[config.mk]
export PLATFORM = sky130hd
export DESIGN_NAME = alu_16
export DESIGN_NICKNAME = d
export VERILOG_FILES = /design/src/rtl/alu_16_pkg.sv /design/src/rtl/alu_16_adder.sv /design/src/rtl/alu_16.sv
export SDC_FILE = /design/constraint.sdc
export NUM_CORES = 1
export LEC_CHECK = 0
export ABC_AREA = 0
export BUFFER_PORTS_ARGS = -buffer_cell sky130_fd_sc_hd__buf_2
export CAP_MARGIN = 0
export CORE_MARGIN = 2
export CORE_UTILIZATION = 40
export DETAILED_ROUTE_END_ITERATION = 16
export PLACE_DENSITY = 0.7
export REMOVE_ABC_BUFFERS = 1
export SLEW_MARGIN = 20
export SYNTH_ARGS = -nofsm -noshare
export SYNTH_HDL_FRONTEND = slang
export SYNTH_SLANG_ARGS = --single-unit
[constraint.sdc]
create_clock -name clk -period 1 [get_ports clk]
set_clock_uncertainty 0.2 [all_clocks]
set_input_delay 0.15 -clock clk [delete_from_list [all_inputs] [get_ports clk]]
set_output_delay 0.15 -clock clk [all_outputs]
set_load 0.01 [all_outputs]
[src/rtl/alu_16_pkg.sv]
// rtl/alu_16_pkg.sv - shared width constant and opcode encoding for alu_16
package alu_16_pkg;

  localparam int WIDTH = 16;

  typedef enum logic [2:0] {
    OP_ADD = 3'b000,
    OP_SUB = 3'b001,
    OP_AND = 3'b010,
    OP_OR  = 3'b011,
    OP_XOR = 3'b100,
    OP_NOT = 3'b101,
    OP_ASR = 3'b110,
    OP_SLT = 3'b111
  } opcode_e;

endpackage

[src/rtl/alu_16_adder.sv]
// rtl/alu_16_adder.sv - WIDTH-bit adder, behavioural or full-adder ripple chain
module alu_16_adder #(
  parameter int WIDTH      = 16,
  parameter bit STRUCTURAL = 1'b0
) (
  input  logic [WIDTH-1:0] a,
  input  logic [WIDTH-1:0] b,
  input  logic             cin,
  output logic [WIDTH-1:0] sum
);

  if (STRUCTURAL) begin : g_ripple
    // c[i] is the carry into bit i; the carry out of the MSB is never needed
    logic [WIDTH-1:0] c;
    assign c[0] = cin;
    for (genvar i = 0; i < WIDTH; i++) begin : g_fa
      assign sum[i] = a[i] ^ b[i] ^ c[i];
      if (i < WIDTH - 1) begin : g_carry
        assign c[i+1] = (a[i] & b[i]) | (a[i] & c[i]) | (b[i] & c[i]);
      end
    end
  end else begin : g_behav
    assign sum = a + b + {{(WIDTH-1){1'b0}}, cin};
  end

endmodule

[src/rtl/alu_16.sv]
// rtl/alu_16.sv - 16-bit signed ALU with registered result and zero/negative flags
module alu_16 #(
  parameter int WIDTH      = alu_16_pkg::WIDTH,
  parameter bit STRUCTURAL = 1'b0
) (
  input  logic             clk,
  input  logic             rst,
  input  logic [WIDTH-1:0] MM,
  input  logic [WIDTH-1:0] NN,
  input  logic             cc,
  input  logic [2:0]       opc,
  output logic [WIDTH-1:0] outF,
  output logic             zer,
  output logic             neg
);

  import alu_16_pkg::*;

  opcode_e          op;
  logic [WIDTH-1:0] add_b;
  logic             add_cin;
  logic [WIDTH-1:0] add_sum;
  logic             ovf;
  logic             lt;
  logic [WIDTH-1:0] outF_d, outF_q;
  logic             zer_d, zer_q;
  logic             neg_d, neg_q;

  assign op = opcode_e'(opc);

  // SUB and SLT both need MM + ~NN; SLT forces cin=1 so cc cannot skew the compare
  always_comb begin
    add_b   = ~NN;
    add_cin = 1'b1;
    if (op == OP_ADD) add_b = NN;
    if (op == OP_ADD || op == OP_SUB) add_cin = cc;
  end

  alu_16_adder #(
    .WIDTH      (WIDTH),
    .STRUCTURAL (STRUCTURAL)
  ) u_adder (
    .a   (MM),
    .b   (add_b),
    .cin (add_cin),
    .sum (add_sum)
  );

  assign ovf = (MM[WIDTH-1] ^ NN[WIDTH-1]) & (add_sum[WIDTH-1] ^ MM[WIDTH-1]);
  assign lt  = add_sum[WIDTH-1] ^ ovf;

  always_comb begin
    outF_d = '0;
    case (op)
      OP_ADD,
      OP_SUB:  outF_d = add_sum;
      OP_AND:  outF_d = MM & NN;
      OP_OR:   outF_d = MM | NN;
      OP_XOR:  outF_d = MM ^ NN;
      OP_NOT:  outF_d = ~MM;
      OP_ASR:  outF_d = {MM[WIDTH-1], MM[WIDTH-1:1]};
      OP_SLT:  outF_d = {{(WIDTH-1){1'b0}}, lt};
      default: outF_d = '0;
    endcase
    zer_d = (outF_d == '0);
    neg_d = outF_d[WIDTH-1];
  end

  always_ff @(posedge clk or posedge rst) begin
    if (rst) begin
      outF_q <= '0;
      zer_q  <= 1'b1;
      neg_q  <= 1'b0;
    end else begin
      outF_q <= outF_d;
      zer_q  <= zer_d;
      neg_q  <= neg_d;
    end
  end

  assign outF = outF_q;
  assign zer  = zer_q;
  assign neg  = neg_q;

endmodule

==> run metrics <==
status finished with violations; failing checks setup timing; CTS Buf Count 3; dominant cell type by area after synthesis ha_1; Worst setup startpoint opc[1]; critical path fanouts, max 4; final worst setup slack -2.748 ns; met1 usage 31.18%; clk sinks 17; DRT Pass-1 Iters 5; Iteration-0 DRC Markers 292; cells taking the most area after synthesis ha_1 (21%), dfrtp_1 (14%), a21oi_1 (6.1%), xnor2_1 (6.0%), inv_1 (5.6%); endpoints failing hold 0; grt total ovfl 0; global route hottest layer met2; Setup crit end kind register; vias per cell 5.777; pin count of the biggest net entering global routing 52; final setup TNS -31.58 ns; post-DR wirelength/cell 17.77 um; Async S/R FF share, synth 100.0%; Clock Tree Buf Depth 2; Post-Route WL 10360 um; Peak VDD IR 0.4281 mV; CTS tree done; Ys Warns 0; clock-pin slew on the worst setup and hold paths 0.07 ns; Period minus WS final 3.748 ns; Residual DRC 0; number of global-route vias before repair 3225; most used cell, CP or4_1; FP Rows 30; cell area power density 936.1 mW/mm^2; highest-delay cell along the critical path or4_1; Synth Area per Inst 7.774 um^2; Starting Density 40.96%; most frequent cells in the layout buf_4 (91), buf_2 (52), ha_1 (43); Internal 0.002393 W; Net Sw Frac 41.60%; Final ANT Viol Nets 0; Syn Inst Count 356; Tightest Pin Transition 0.5594 ns; CP bufs+invs 1; Period Utilization, post-route 374.8%; Yosys cell types 61; CP peak stage delay 0.50 ns; Post-Synthesis Cell Area 0.002768 mm^2; sequential share of power 19.7%; H-tree lvl count 1; Inst Count DP 564; Antenna Diode Count 0; commonest non-fill, non-tap cell in the layout buf_4; post-synthesis register bit count 17; Non-Filler Instances 583; hold_sp opc[1]; Hold Path End outF[14]; post-DP HPWL 6583 um; sequential element share of the synthesized area 15.42%; multi-input gate area in the final layout 0.002485 mm^2; WP data required 0.95 ns; RSZ-0062 raised after global routing true; Final Max Slew Viols 0; combinational power share 67.4%; core area 0.006756 mm^2; GR Util met3 2.938%; root buf cell clkbuf_8; Yosys top cell area share 20.80%; fill count 508; die width 87.18 um; initial antenna violation count 0; Die H 87.18 um; switching power 0.001705 W; Maximum Capacitance Violations 0; worst setup path class in2reg; clock share of power 12.8%; worst path cell trace buf_6, or2_4, nor2_4, xnor2_2, fa_2, a211oi_2, o21bai_1, a22o_1, a211o_1, or4_1, or4_1, or4_4, nor4_2; first-pass GRT wire length 14900 um; met2 usage 41.36%; All-Layer GR Usage 24.41%; via count 3368; Min-Delay Path Depth 4; Nets 590; Worst Hold Class in2reg; leakage power 2.134 nW; Port-buffer cells 55; # setup viols final 35; Top FF cell, synth dfrtp_1; IO Count 56; routability congestion estimate 0.9861; DIE AREA 0.007600 mm^2; worst path arrival time 3.70 ns; area occupied by registers 426.7 um^2; area grow syn2layout 58.14%; share of cells above drive strength 1 46.12%; Post-synth EDFFs 0; max_slew headroom 62.71%; critical path's top delay family simple AND/OR/NAND/NOR gates; Max Fclk 266.8 MHz; Critical Path Source Type input pin
[cell families after synthesis]
group	count (synthesis)	share of synthesized area (%)
adders and majority gates	48	22.24
and+or+nand+nor	92	16.68
AOI/OAI and AO/OA	101	23.51
xor gates and xnor gates	25	7.911
buffers and inverters	60	8.861
DFF	17	15.42
muxes	13	5.380
[synthesized netlist by cell type (all sizes together) (3+ instances only)]
| library cell | instances |
|---|---|
| o21ai | 19 |
| clkbuf | 6 |
| a211oi | 10 |
| or4 | 3 |
| nand3 | 4 |
| inv | 41 |
| nand2 | 24 |
| o211ai | 4 |
| dfrtp | 16 |
| xnor2 | 19 |
| buf | 12 |
| mux2 | 5 |
| mux2i | 7 |
| or3 | 4 |
| nor3 | 7 |
| o2111ai | 3 |
| nor2b | 5 |
| a21oi | 34 |
| a31oi | 3 |
| or2 | 6 |
| o22ai | 3 |
| nor2 | 22 |
| xor2 | 6 |
| nand2b | 10 |
| ha | 46 |
| o21a | 3 |
[power by group through the flow]
| stage | Sequential [W] | Combinational [W] | Clock, W |
|---|---|---|---|
| floorplan | 0.000885 | 0.000963 | 0 |
| global placement | 0.000821 | 0.00198 | 0 |
| detailed placement | 0.000822 | 0.00204 | 0 |
| CTS | 0.000808 | 0.00240 | 0.000535 |
| global route | 0.000821 | 0.00293 | 0.000554 |
| finish | 0.000809 | 0.00276 | 0.000526 |
[final cells by class]
class / count / area share (%)
Clock inverter: 1 / 0.1144
Inverter: 42 / 3.602
Sequential cell: 17 / 9.748
Timing Repair Buffer: 161 / 26.53
Multi-Input combinational cell: 279 / 56.78
Clock buffer: 3 / 0.9434
Tap cell: 80 / 2.287
[stage by stage]
step	util, %	hold WS [ns]	setup WS [ns]	power [W]	cell area, um^2
after CTS	61.52	0.1812	-2.576	0.003746	4156
final	64.78	0.2029	-2.748	0.004097	4377
after global placement	55.37	-0.03090	-2.820	0.002802	3741
after floorplan	-	-0.1247	-3.586	0.001848	2680
after global routing	64.78	0.2157	-2.778	0.004305	4377
after detailed placement	55.37	-0.02197	-2.941	0.002859	3741
[sequential cells by signal, indices dropped and copies added, names as in the netlist]
register,cells
zer,1
neg,1
outF,15
[how the worst max path moves through the flow]
stage                     depth (start not counted)  endpoint
after floorplan                                  12       zer
after global placement                           13       zer
after detailed placement                         13       zer
after CTS                                        13       zer
after global routing                             16       zer
final                                            13       zer
[routing by layer]
| layer | share of wire [%] | routed length, um |
|---|---|---|
| met5 | 0 | 0 |
| met2 | 48 | 4954 |
| met4 | 5.5 | 570 |
| met3 | 8.2 | 848 |
| met1 | 38 | 3986 |
[repair_timing]
action | 4_1_cts | 5_1_grt
hold buffers | 1 | 0
hold endpoints to repair | 17 | 0
setup buffers | 19 | 10
pin swaps | 33 | 25
gates resized for setup | 62 | 36
setup endpoints to repair | 35 | 35
Note: power is estimated with default switching activity, not from simulation.
